[src/rtl/cpu_fpu_pkg.sv]
// cpu_fpu_pkg: shared fused-op enum, fflags bit indices and single-precision field constants
package cpu_fpu_pkg;
  typedef enum logic [1:0] {FMADD, FMSUB, FNMSUB, FNMADD} fused_op_e;
  localparam int FLAG_NV = 4;
  localparam int FLAG_DZ = 3;
  localparam int FLAG_OF = 2;
  localparam int FLAG_UF = 1;
  localparam int FLAG_NX = 0;
  localparam logic [7:0] EXP_MAX = 8'd255;
  localparam int QNAN_BIT = 22;
  localparam logic [31:0] CANONICAL_NAN = 32'h7FC0_0000;
endpackage

[src/rtl/cpu_fpu_classify.sv]
// cpu_fpu_classify: combinational single-precision classifier (x -> is_zero, is_inf, is_nan, is_snan)
module cpu_fpu_classify
  import cpu_fpu_pkg::*;
(
  input  logic [31:0] x,
  output logic        is_zero,
  output logic        is_inf,
  output logic        is_nan,
  output logic        is_snan
);
  logic exp_max, mant_nz;
  assign exp_max = x[30:23] == EXP_MAX;
  assign mant_nz = |x[22:0];
  assign is_zero = ~|x[30:0];
  assign is_inf  = exp_max & ~mant_nz;
  assign is_nan  = exp_max & mant_nz;
  assign is_snan = is_nan & ~x[QNAN_BIT];
endmodule

[src/rtl/cpu_fpu_fused_issue.sv]
// cpu_fpu_fused_issue: fused multiply-add sequencer; upstream i_request/i_op/i_rs1..3 -> o_ready/o_result (NaN canonicalised), downstream o_fma_request/o_fma_op1..3 <- i_fma_ready/i_fma_result, o_fflags only with FFLAGS_EN
module cpu_fpu_fused_issue
  import cpu_fpu_pkg::*;
#(
  parameter logic [31:0] CANONICAL_NAN = cpu_fpu_pkg::CANONICAL_NAN
) (
  input  logic        i_clock,
  input  logic        i_reset,
  input  logic        i_request,
  input  logic [1:0]  i_op,
  input  logic [31:0] i_rs1,
  input  logic [31:0] i_rs2,
  input  logic [31:0] i_rs3,
  output logic        o_ready,
  output logic [31:0] o_result,
`ifdef FFLAGS_EN
  output logic [4:0]  o_fflags,
`endif
  output logic        o_fma_request,
  output logic [31:0] o_fma_op1,
  output logic [31:0] o_fma_op2,
  output logic [31:0] o_fma_op3,
  input  logic        i_fma_ready,
  input  logic [31:0] i_fma_result
);
  typedef enum logic [1:0] {IDLE, ISSUE, RELEASE, DONE} state_e;
  state_e state;
  fused_op_e op;
  logic neg_prod, neg_add;
  logic [31:0] res;
  logic res_zero, res_inf, res_nan, res_snan;
  assign op = fused_op_e'(i_op);
  assign neg_prod = op inside {FNMSUB, FNMADD};
  assign neg_add = op inside {FMSUB, FNMADD};
  cpu_fpu_classify u_res (
    .x(res),
    .is_zero(res_zero),
    .is_inf(res_inf),
    .is_nan(res_nan),
    .is_snan(res_snan)
  );
`ifdef FFLAGS_EN
  logic [2:0][31:0] ops;
  logic [2:0] op_zero, op_inf, op_nan, op_snan;
  logic prod_inf, nv;
  logic [4:0] flags;
  logic unused;
  assign ops = {o_fma_op3, o_fma_op2, o_fma_op1};
  for (genvar i = 0; i < 3; i++) begin : g_cls
    cpu_fpu_classify u_cls (
      .x(ops[i]),
      .is_zero(op_zero[i]),
      .is_inf(op_inf[i]),
      .is_nan(op_nan[i]),
      .is_snan(op_snan[i])
    );
  end
  assign prod_inf = (op_inf[0] | op_inf[1]) & ~|op_nan[1:0];
  assign nv = |op_snan | (op_inf[0] & op_zero[1]) | (op_zero[0] & op_inf[1])
            | (prod_inf & op_inf[2] & (o_fma_op1[31] ^ o_fma_op2[31] ^ o_fma_op3[31]));
  always_comb begin
    flags = '0;
    flags[FLAG_NV] = nv;
    flags[FLAG_OF] = res_inf & ~|op_inf;
  end
  assign unused = ^{res_zero, res_snan, op_zero[2]};
`else
  logic unused;
  assign unused = ^{res_zero, res_inf, res_snan};
`endif
  always_ff @(posedge i_clock) begin
    if (i_reset) begin
      state <= IDLE;
      o_ready <= 1'b0;
      o_result <= '0;
      o_fma_request <= 1'b0;
      o_fma_op1 <= '0;
      o_fma_op2 <= '0;
      o_fma_op3 <= '0;
      res <= '0;
`ifdef FFLAGS_EN
      o_fflags <= '0;
`endif
    end else begin
      case (state)
        IDLE: if (i_request) begin
          o_fma_op1 <= {i_rs1[31] ^ neg_prod, i_rs1[30:0]};
          o_fma_op2 <= i_rs2;
          o_fma_op3 <= {i_rs3[31] ^ neg_add, i_rs3[30:0]};
          o_fma_request <= 1'b1;
          state <= ISSUE;
        end
        ISSUE: if (i_fma_ready) begin
          res <= i_fma_result;
          o_fma_request <= 1'b0;
          state <= RELEASE;
        end
        RELEASE: if (!i_fma_ready) begin
          o_ready <= 1'b1;
          o_result <= res_nan ? CANONICAL_NAN : res;
`ifdef FFLAGS_EN
          o_fflags <= flags;
`endif
          state <= DONE;
        end
        DONE: if (!i_request) begin
          o_ready <= 1'b0;
          state <= IDLE;
        end
      endcase
    end
  end
endmodule

[config.mk]
export PLATFORM = sky130hd
export DESIGN_NAME = cpu_fpu_fused_issue
export DESIGN_NICKNAME = d
export VERILOG_FILES = /design/src/rtl/cpu_fpu_pkg.sv /design/src/rtl/cpu_fpu_classify.sv /design/src/rtl/cpu_fpu_fused_issue.sv
export SDC_FILE = /design/constraint.sdc
export NUM_CORES = 1
export LEC_CHECK = 0
export ABC_CLOCK_PERIOD_IN_PS = 3300
export BUFFER_PORTS_ARGS = -buffer_cell sky130_fd_sc_hd__buf_2
export CAP_MARGIN = 30
export CELL_PAD_IN_SITES_DETAIL_PLACEMENT = 0
export CELL_PAD_IN_SITES_GLOBAL_PLACEMENT = 1
export CORE_MARGIN = 2
export CORE_UTILIZATION = 35
export CTS_BUF_LIST = sky130_fd_sc_hd__clkbuf_4 sky130_fd_sc_hd__clkbuf_8 sky130_fd_sc_hd__clkbuf_16
export CTS_CLUSTER_SIZE = 30
export DETAILED_ROUTE_END_ITERATION = 16
export GPL_TIMING_DRIVEN = 0
export PLACE_DENSITY = 0.95
export SLEW_MARGIN = 15
export SYNTH_ARGS = -nofsm -noshare
export SYNTH_HDL_FRONTEND = slang
export SYNTH_SLANG_ARGS = --single-unit
export TNS_END_PERCENT = 20
[constraint.sdc]
create_clock -name i_clock -period 3.3 [get_ports i_clock]
set_input_delay 0.165 -clock i_clock [delete_from_list [all_inputs] [get_ports i_clock]]
set_output_delay 0.165 -clock i_clock [all_outputs]
set_load 0.005 [all_outputs]
==> impl_metrics.csv <==
group,metric,value,unit
power,power_frac_comb,26.0,%
floorplan,dieArea,17700,um^2
logic_synthesis,synthesis.area,5830,um^2
cts,clockBufferDepth,2,
layout,nets,1258,
logic_synthesis,synth_xor_area_share,0.300,%
logic_synthesis,synth-main-ff-cell,"dfxtp_1",
power,p_leak,4.19,nW
logic_synthesis,synth_edf_count,0,
logic_synthesis,avgSynthCellArea,8.16,um^2
routing,first_pass_iters,6,
logic_synthesis,synth_compound_area_share,16.2,%
place,dp_hpwl,12800,um
grt,antenna_found_initial,0,
cts,cts_hold_buf,124,
logic_synthesis,syn_inst,715,
power,p_sw_share,30.4,%
logic_synthesis,synth_area_leaders,"dfxtp_1 (56%), nand2_1 (18%), a21oi_1 (12%)",
grt,grt_first_pass_wirelength,30600,um
sta,rsz0062_at_grt,"false",
outcome,outcome,"complete, no violations",
layout,multiInputGateArea,2280,um^2
floorplan,core,16400,um^2
sta,tns,0,ns
cts,clk_pin_slew_worst_paths,0.06,ns
power,p_clk_share,34.9,%
cts,root_buffer,"clkbuf_16",
critical_path,endpoint_kind,"flop",
cts,cts-buffers-inserted,17,
sta,fin_crit_sh,54.9,%
run,cap_viol_max_count,0,
logic_synthesis,synth_adder_area_share,0.858,%
critical_path,required,3.65,ns
critical_path,arrival,2.16,ns
floorplan,boundaryPins,264,
logic_synthesis,synth.most_common_cell,"nand2_1",
power,p_total,6.26,mW
place,port_buffers,262,
power,p_seq_share,39.1,%
cts,cts_setup_buffers,0,
sta,skew,0.00579,ns
routing,avgViaCountPerCell,4.65,
sta,slew_headroom,57.8,%
floorplan,start_util,35.5,%
power,internal-power,4.35,mW
layout,seq_area,3280,um^2
sta,finalMaxSlewViolations,0,
floorplan,die_h,133,um
logic_synthesis,synth_seq_cells,164,
logic_synthesis,yosysWarnings,0,
hold_path,hold_path_class,"in2reg",
critical_path,path_max_fanout,10,
sta,finalWorstPathRequiredPeriod,1.81,ns
power,power.switching,1.90,mW
sta,worst_pin_slew,0.633,ns
logic_synthesis,yosys.area_share.simple,21.3,%
place,gp_congestion,0.784,
routing,ant_nets,0,
logic_synthesis,synth_top_area_share,56.3,%
sta,hold_viol,0,
layout,diodes,0,
routing,drt-initial-drc-count,324,
grt,grt_max_degree,17,
logic_synthesis,synthMuxAreaShare,0.343,%
routing,wl_per_cell,14.3,um
routing,drt-total-wl,19300,um
logic_synthesis,synth_top_family_by_area,"simple AND/OR/NAND/NOR gates",
routing,vias,6286,
cts,h-tree-depth,4,
critical_path,start_kind,"flop",
routing,drc_errors,0,
grt,grt_pass1_vias,6090,
logic_synthesis,async_flop_share,0,%
logic_synthesis,synth.distinct_cells,34,
sta,setup_viol,0,
power,peakVddDrop,0.351,mV
cts,clkLatencyLatePin,0.42,ns
logic_synthesis,synth-seq-area-share,56.3,%
cts,numClockSinks,164,
grt,grt_usage,21.7,%
sta,fmax,0.552,GHz
logic_synthesis,ys_top_cells_by_count,"nand2_1 (274), dfxtp_1 (164), a21oi_1 (135)",
power,power_density,672,nW/um^2
layout,nFillCells,1441,
floorplan,row_count,47,
cts,cts_tree,"built",
logic_synthesis,syn-num-nets,853,
layout,drive_above_1_share,29.0,%
cts,ctsResizeCount,0,
logic_synthesis,yosys.area.top_type,"dfxtp_1",
layout,area_growth,59.7,%
floorplan,die_w,133,um
grt,gr-total-overflow,0,
critical_path,critPathKind,"reg2reg",
[worst max-delay path, stage by stage, from the launching register on]
cell and delay (ns):
dfxtp_1 0.40, inv_1 0.08, ha_1 0.25, nand2_1 0.16, buf_2 0.28, buf_2 0.27, nand2_1 0.13, a21oi_2 0.16
[cell usage in the layout, fill, tap and decap left out, types with 2 or more instances in the layout]
cell	n
inv_1	3
xnor2_1	2
nand2_1	274
clkbuf_1	16
mux2i_1	2
clkbuf_16	17
clkbuf_4	2
clkinv_4	3
buf_2	286
nor4_1	5
nor2_1	26
and2_1	2
a211oi_2	2
dfxtp_1	164
a21oi_1	135
nand2b_1	2
nand3_1	3
ha_1	4
buf_1	6
buf_6	3
nand4_1	3
buf_4	3
bufinv_16	5
clkinvlp_4	2
a22oi_1	22
dlygate4sd3_1	124
[flip-flops by register name, summed over array words and instances (netlist names)]
register / flops
o_result: 32
o_ready: 1
o_fma_op2: 32
o_fma_op1: 32
o_fma_request: 1
o_fma_op3: 32
state: 2
res: 32
[layer usage]
| layer | wire (um) | track usage, % | part of all wire (%) | vias to the layer above |
|---|---|---|---|---|
| met5 | 0 | 0 | 0 | - |
| met4 | 510 | 9.20 | 2.6 | 0 |
| met3 | 1340 | 6.28 | 6.9 | 46 |
| met2 | 9540 | 38.2 | 49 | 235 |
| met1 | 7950 | 24.5 | 41 | 2841 |
| li1 | - | - | - | 3164 |
[power groups by stage]
| stage | Clock, mW | Sequential [mW] | Combinational (mW) |
|---|---|---|---|
| 6_report | 2.19 | 2.45 | 1.63 |
| 5_1_grt | 2.31 | 2.48 | 1.82 |
| 4_1_cts | 2.23 | 2.44 | 1.62 |
| 3_5_place_dp | 0 | 2.48 | 1.50 |
| 3_3_place_gp | 0 | 2.48 | 1.48 |
| 2_1_floorplan | 0 | 2.50 | 0.875 |
[kinds of logic (layout without fill, tap and decap cells)]
kind of cell	after synthesis	after routing
buffers and inverters	55	472
muxes	2	2
xor gates and xnor gates	2	2
adders and majority gates	4	4
AOI/OAI and AO/OA	169	169
DFF	164	164
and+or+nand+nor	319	319
[final timing paths]
path                      from       endpoint  slack (ns)  cells past startpoint
setup reg to reg      state[0]  o_fma_op1[13]        1.49                      7
hold / removal       i_rs1[30]  o_fma_op1[30]        0.02                      3
hold reg to reg   o_fma_op3[9]   o_fma_op3[9]        0.45                      2
setup / recovery      state[0]  o_fma_op1[13]        1.49                      7
[final cells by class]
cell class	count	share of cell area, %
Inverter	3	0.121
Tap cell	220	2.96
Timing Repair Buffer	386	27.4
Clock buffer	20	4.88
Multi-Input combinational cell	496	24.5
Buffer	52	2.78
Sequential cell	164	35.2
Clock inverter	11	2.15
[per-stage QoR]
stage / instances / worst slack [ns] / area (um^2) / utilization [%] / hold WS (ns)
floorplan: 715 / 1.88 / 5830 / - / 0.301
global placement: 1197 / 1.54 / 7420 / 45.2 / 0.407
detailed placement: 1197 / 1.55 / 7420 / 45.2 / 0.411
CTS: 1352 / 1.52 / 9310 / 56.8 / 0.00470
global route: 1352 / 1.32 / 9310 / 56.8 / 0.0411
finish: 1352 / 1.49 / 9310 / 56.8 / 0.0181
No activity file was read; power rests on OpenSTA's default activity.
